`config.mk`:
```
export PLATFORM = sky130hd
export DESIGN_NAME = main
export DESIGN_NICKNAME = d
export VERILOG_FILES = /design/src/rtl/main.sv
export SDC_FILE = /design/constraint.sdc
export NUM_CORES = 1
export LEC_CHECK = 0
export BUFFER_PORTS_ARGS = -buffer_cell sky130_fd_sc_hd__buf_2
export CAP_MARGIN = 20
export CORE_MARGIN = 4
export CORE_UTILIZATION = 35
export CTS_CLUSTER_DIAMETER = 200
export DETAILED_ROUTE_END_ITERATION = 8
export HOLD_SLACK_MARGIN = 0.12
export PLACE_DENSITY = 0.49
export REMOVE_ABC_BUFFERS = 1
export SYNTH_ARGS = -nofsm -noshare
export SYNTH_HDL_FRONTEND = slang
export SYNTH_SLANG_ARGS = --single-unit
```
`constraint.sdc`:
```
create_clock -name clk -period 13.6 [get_ports clk]
set_input_delay 2.72 -clock clk [delete_from_list [all_inputs] [get_ports clk]]
set_output_delay 2.72 -clock clk [all_outputs]
set_load 0.05 [all_outputs]
```
`src/rtl/main.sv`:
```
// Four-entry, eight-bit LIFO calculator stack. Supports push and pop, plus
// binary ops that replace the top two entries; a sticky error flag is cleared only by reset.
module main #(
  parameter int DEPTH = 4,
  parameter int WIDTH = 8
) (
  input  logic [WIDTH-1:0] in,
  input  logic [2:0]       op,
  input  logic             apply,
  output logic [WIDTH-1:0] tail,
  output logic             valid,
  output logic             empty,
  input  logic             clk,
  input  logic             reset
);

  localparam int CW = $clog2(DEPTH + 1);
  localparam int AW = (DEPTH > 1) ? $clog2(DEPTH) : 1;

  typedef enum logic [2:0] {
    OP_PUSH = 3'd0,
    OP_POP  = 3'd1,
    OP_ADD  = 3'd2,
    OP_MUL  = 3'd3,
    OP_SUB  = 3'd4,
    OP_DIV  = 3'd5,
    OP_MOD  = 3'd6,
    OP_RSVD = 3'd7
  } op_e;

  logic [WIDTH-1:0] r_mem [DEPTH];
  logic [CW-1:0]    r_cnt;
  logic             r_err;

  logic [AW-1:0]    w_top_idx;
  logic [AW-1:0]    w_nxt_idx;
  logic [AW-1:0]    w_push_idx;
  logic [WIDTH-1:0] w_t;
  logic [WIDTH-1:0] w_n;
  logic [WIDTH-1:0] w_res;
  logic             w_is_div;
  logic             w_binary;

  // T and N are only meaningful once cnt covers them; callers guard on r_cnt.
  assign w_top_idx  = AW'(r_cnt - CW'(1));
  assign w_nxt_idx  = AW'(r_cnt - CW'(2));
  assign w_push_idx = AW'(r_cnt);
  assign w_t        = r_mem[w_top_idx];
  assign w_n        = r_mem[w_nxt_idx];
  assign w_is_div   = (op == OP_DIV) || (op == OP_MOD);
  assign w_binary   = (op >= OP_ADD) && (op <= OP_MOD);

  // NOTE: every always_comb output gets a default first, so no path leaves it unassigned and no latch is inferred.
  always_comb begin
    w_res = '0;
    case (op)
      OP_ADD:  w_res = w_t + w_n;
      OP_MUL:  w_res = w_t * w_n;
      OP_SUB:  w_res = w_t - w_n;
      OP_DIV:  w_res = (w_n != '0) ? w_t / w_n : '0;
      OP_MOD:  w_res = (w_n != '0) ? w_t % w_n : '0;
      default: w_res = '0;
    endcase
  end

  // NOTE: state uses non-blocking assignments, so every branch reads pre-edge values of r_cnt/r_mem.
  always_ff @(posedge clk) begin
    if (reset) begin
      r_cnt <= '0;
      r_err <= 1'b0;
      // NOTE: the entries are cleared too, so the array cannot map to a reset-less RAM; at this depth that is intended.
      for (int i = 0; i < DEPTH; i++) r_mem[i] <= '0;
    end else if (apply && !r_err) begin
      if (op == OP_PUSH) begin
        if (r_cnt == CW'(DEPTH)) begin
          r_err <= 1'b1;
        end else begin
          r_mem[w_push_idx] <= in;
          r_cnt             <= r_cnt + CW'(1);
        end
      end else if (op == OP_POP) begin
        if (r_cnt == '0) r_err <= 1'b1;
        else             r_cnt <= r_cnt - CW'(1);
      end else if (w_binary) begin
        if (r_cnt < CW'(2) || (w_is_div && w_n == '0)) begin
          r_err <= 1'b1;
        end else begin
          r_mem[w_nxt_idx] <= w_res;
          r_cnt            <= r_cnt - CW'(1);
        end
      end
    end
  end

  assign tail  = (r_cnt != '0) ? w_t : '0;
  assign empty = (r_cnt == '0);
  assign valid = !r_err;

endmodule

```
==> Word-level counts from Yosys, hierarchy flattened <==
Memory sizes are Yosys's and may differ from the RTL's.
Cells that the tools add are included.
{ "totals": {"reg_bits": 4, "mem_bits_rw": 32, "in_bits": 14, "output_inout_bits": 10, "word_cells": 79, "memories": 1} }
{ "op_classes": {"add_sub_neg": 5, "mul": 1, "div": 2, "n_lt_le_gt_ge": 3, "n_eq_ne": 12, "mux": 36, "reduce_logical": 17} }
{ "mem_list": {"columns": ["memory", "depth", "width", "rd", "rd_clocked_by_memory_dff", "write_ports", "line", "source"], "rows": [
  ["r_mem", 4, 8, 2, 0, 4, "31", "logic [WIDTH-1:0] r_mem [DEPTH];"]
]} }
{ "ops": {"columns": ["cell", "n"], "rows": [
  ["$mux 8", 5],
  ["$pmux 8 s5", 1],
  ["$mux 1", 22],
  ["$mux 3", 6],
  ["$reduce_or 8->1", 2],
  ["$eq 3x3->1 const B", 4],
  ["$reduce_and 5->1", 2],
  ["$ne 3x3->1 const B", 3],
  ["$reduce_bool 3->1", 3],
  ["$add 8x8->8", 1],
  ["$div 8x8->8", 1],
  ["$logic_not 8->1", 1],
  ["$mod 8x8->8", 1],
  ["$mul 8x8->8", 1],
  ["$reduce_bool 8->1", 1],
  ["$sub 8x8->8", 1],
  ["$eq 3x2->1 const B", 2],
  ["$logic_not 3->1", 2],
  ["$mux 2", 2],
  ["$add 3x1->3 const B", 1],
  ["$eq 3x1->1 const B", 1],
  ["$ge 3x2->1 const B", 1],
  ["$le 3x3->1 const B", 1],
  ["$logic_and 1x1->1", 3],
  ["other kinds (7)", 8]
]} }

==> Depth between registers and ports, before layout <==
An unclocked memory read counts as a cell.
{ "depth": {"word_depth": 14, "depth_mapped": 60, "depth_no_buf": 54} }

==> Worst setup path before layout <==
Ideal clock, no wire load.
{ "synth_timing": {"kind": "reg-to-reg", "from": "register r_cnt[0]", "to": "memory r_mem[0][2] (data pin)", "setup_time_ps": 272, "t_arrival_ps": 12413, "path_slack_ps": 915, "stages_incl_launch_ff": 56, "path_buffers": 4, "synth_period_minus_slack_ps": 12685, "path_cell_list": "dfxtp_1 buf_6 buf_2 buf_1 inv_1 ha_1 mux4_2 ha_1 a21oi_1 ha_1 or4b_2 o311ai_0 nand3_1 nand2_1 inv_1 ha_1 o211ai_1 a31oi_1 (+20 left out) mux2i_1 inv_1 ha_1 o21ai_0 o21ai_0 o22a_1 a31oi_1 mux2_2 fa_1 nand2b_1 a21o_1 a311o_1 and2_1 buf_1 nand2_1 o221ai_1 a221oi_1 nor2_1"} }
{ "synth_lines": {"columns": ["item", "line", "source"], "rows": [
  ["start, declared", "32", "logic [CW-1:0] r_cnt;"],
  ["start signal, assigned", "79", "r_cnt <= r_cnt + CW'(1);"],
  ["start signal, assigned", "83", "else r_cnt <= r_cnt - CW'(1);"],
  ["start signal, assigned", "89", "r_cnt <= r_cnt - CW'(1);"],
  ["end, declared", "31", null]
]} }

==> results.cfg <==
[worst_setup_path]
crit_cells = 53
end_kind = register
required_ps = 13750
slowest_delay_ps = 680
cp.arrival_ps = 12890
critical_path_class = reg2reg
ff2ff_path_depth = 53
start_kind = register
cpMaxStageDelayCell = or4b_2
crit_family = compound AO/OA/AOI/OAI gates
rrSetupSlack_ps = 860
critPathBufInv = 5
critPathMaxFanout = 13
crit_top_cell = ha_1

[power_and_ir_drop]
clock_power_share_pct = 7.9
p_sw_mw = 0.883
vdd_drop_max_mv = 0.133
total_power_mw = 1.65
power.density_nw_per_um2 = 258
leakagePower_nw = 2.72
p_comb_share_pct = 84.1
switching_share_pct = 53.6
p_seq_share_pct = 8.0
p_int_mw = 0.765

[clocking]
cts_sinks = 36
ctsHoldBuffers = 0
htree_levels = 2
numCtsBuffers = 5
cts-root-buf = clkbuf_16
path_clk_slew_ps = 60
clock_path_buffers = 2
clkLatencyLatePin_ps = 280
cts_tree = built

[detailed_routing]
drc = 0
drt_iter0_markers = 285
via_per_inst = 5.73
firstDrtPassIters = 5
vias = 5248
ant_nets = 0
wl_per_cell_um = 20.2
finalWirelength_um = 18500

[grt]
grt_usage_pct = 20.2
antenna_found_initial = 0
grt_pass1_vias = 5213
grt_pass1_wl_um = 28900
grt_max_degree = 18
gr-total-overflow = 0

[place]
dp.cells = 903
place_hpwl_um = 14700
io_buffer_count = 23
gp_congestion = 0.886

[sta]
drv_slew = 0
post-route-min-period_ps = 12740
hold_viol = 0
min_period_over_period_pct = 93.7
clock_skew_ps = 7.13
setup_violations = 0
clock.fmax_mhz = 78.5
tns_ps = 0
slew_headroom_pct = 42.1
tightest_slew_ps = 867
rsz0062_at_grt = false

[hold_path]
hold_class = reg2reg
worstHoldPathCells = 2

[synthesis]
syn-cell-area_sq_um = 5700
yosysWarnings = 0
synth-edff-count = 32
synthTopCellsByArea = edfxtp_1 17%, ha_1 15%, mux4_2 7.9%
yosysSeqAreaShare_pct = 18.3
netlist_instances = 670
yosysTopAreaCellShare_pct = 16.9
synthArstFlopShare_pct = 0
synth_cell_type_count = 76
synth_area_leader_cell = edfxtp_1
ys.flop_type = edfxtp_1
syn_avg_cell_area_sq_um = 8.51
ys_seq_elements = 36

[cells_and_area]
drive_above_1_share_pct = 14.9
areaGrowthSynthToFinish_pct = 12.0
final_common_cell = ha_1
stdcell_count = 916
n_antenna_cell = 0
mostFrequentLayoutCells = 67 x ha_1, 65 x inv_1, 64 x nor2_1
nets = 794

[floorplan]
die_x_um = 136
core-area_sq_um = 15900
initial_core_util_pct = 35.8
die_h_um = 136
dieArea_sq_um = 18400
io_pins = 24
rows = 46

[status]
status = complete, no violations

[job]
maxCapViolations = 0
==> repair_timing <==
| item | in CTS | in global routing |
|---|---|---|
| gates resized for setup | 0 | 15 |
| hold endpoints to repair | 0 | 0 |
| setup endpoints to repair | 0 | 32 |
| buffers inserted | 0 | 5 |
==> flip-flops by register name, indices dropped and copies added (netlist names) <==
register	count
r_cnt	3
r_err	1
r_mem	32
==> cells in the mapped netlist, types with 4 or more instances <==
| cell type | instances |
|---|---|
| ha_1 | 67 |
| inv_1 | 65 |
| nor2_1 | 64 |
| nand2_1 | 51 |
| o21ai_0 | 35 |
| edfxtp_1 | 32 |
| a21oi_1 | 29 |
| xnor2_1 | 27 |
| and2_1 | 23 |
| nor3_1 | 21 |
| mux4_2 | 20 |
| clkbuf_1 | 14 |
| fa_1 | 14 |
| nor2b_1 | 12 |
| o21a_1 | 12 |
| a31oi_1 | 11 |
| a21o_1 | 10 |
| xor2_1 | 10 |
| nand3_1 | 9 |
| mux2i_1 | 8 |
| or3_1 | 8 |
| a211oi_1 | 7 |
| nand2b_1 | 7 |
| o211ai_1 | 7 |
| or2_2 | 6 |
| and3_1 | 5 |
| buf_2 | 5 |
| nor3b_1 | 5 |
| nor4_1 | 5 |
| a21boi_0 | 4 |
| a31o_2 | 4 |
| dfxtp_1 | 4 |
| o31ai_1 | 4 |
==> logic make-up after synthesis <==
| kind of cell | after synthesis | synth area share [%] |
|---|---|---|
| mux | 30 | 9.77 |
| fa+ha+maj | 82 | 19.8 |
| flops | 36 | 18.3 |
| compound gates | 164 | 19.5 |
| simple gates | 230 | 20.4 |
| buf+inv | 90 | 6.17 |
| xor+xnor | 38 | 6.08 |
==> path summary, 6_finish.rpt <==
check / startpoint / to
max: r_cnt[0]$_SDFFE_PP0P_ / r_mem[0][5]$_SDFFCE_PN0P_
min: r_err$_SDFFE_PP0P_ / r_err$_SDFFE_PP0P_
max reg2reg: r_cnt[0]$_SDFFE_PP0P_ / r_mem[0][5]$_SDFFCE_PN0P_
min reg2reg: r_err$_SDFFE_PP0P_ / r_err$_SDFFE_PP0P_
==> layer usage <==
layer  up-vias  track usage (%)  wire length [um]
met5         -                0                 0
met4         0             7.28               672
met3        39             1.75               809
met2       153             34.6              8890
met1      2552             26.6              8090
li1       2504                -                 -
==> final cells by class <==
| cell class | instances | area, sq um |
|---|---|---|
| timing repair buffer | 45 | 288 |
| fill | 1637 | 9560 |
| multi-input combinational | 544 | 4360 |
| inverter | 67 | 251 |
| tap | 216 | 270 |
| clock buffer | 5 | 125 |
| sequential | 36 | 1040 |
| clock inverter | 3 | 42.5 |
==> worst register-to-register path: cells and delay by family, from the launching register on <==
kind                       cells  cell delay [ps]
AOI/OAI and AO/OA             22             4530
and+or+nand+nor               15             3410
DFF                            1              420
muxes                          4             1550
adders and majority gates      7             2170
buffers and inverters          5              560
==> power groups by stage <==
stage	Sequential (mW)	Clock, mW	Combinational [mW]
2_1_floorplan	0.136	0	1.00
3_3_place_gp	0.134	0	1.34
3_5_place_dp	0.134	0	1.34
4_1_cts	0.132	0.130	1.35
5_1_grt	0.133	0.137	1.53
6_report	0.132	0.129	1.39
==> through the flow <==
step	instance area (sq um)	util [%]	hold WS (ps)	setup WS, ps
6_report	6390	40.1	480	861
2_1_floorplan	5600	-	592	157
5_1_grt	6390	40.1	523	9.47
3_3_place_gp	6120	38.4	466	674
3_5_place_dp	6120	38.4	481	347
4_1_cts	6290	39.4	488	301
No activity file was read; power rests on OpenSTA's default activity.
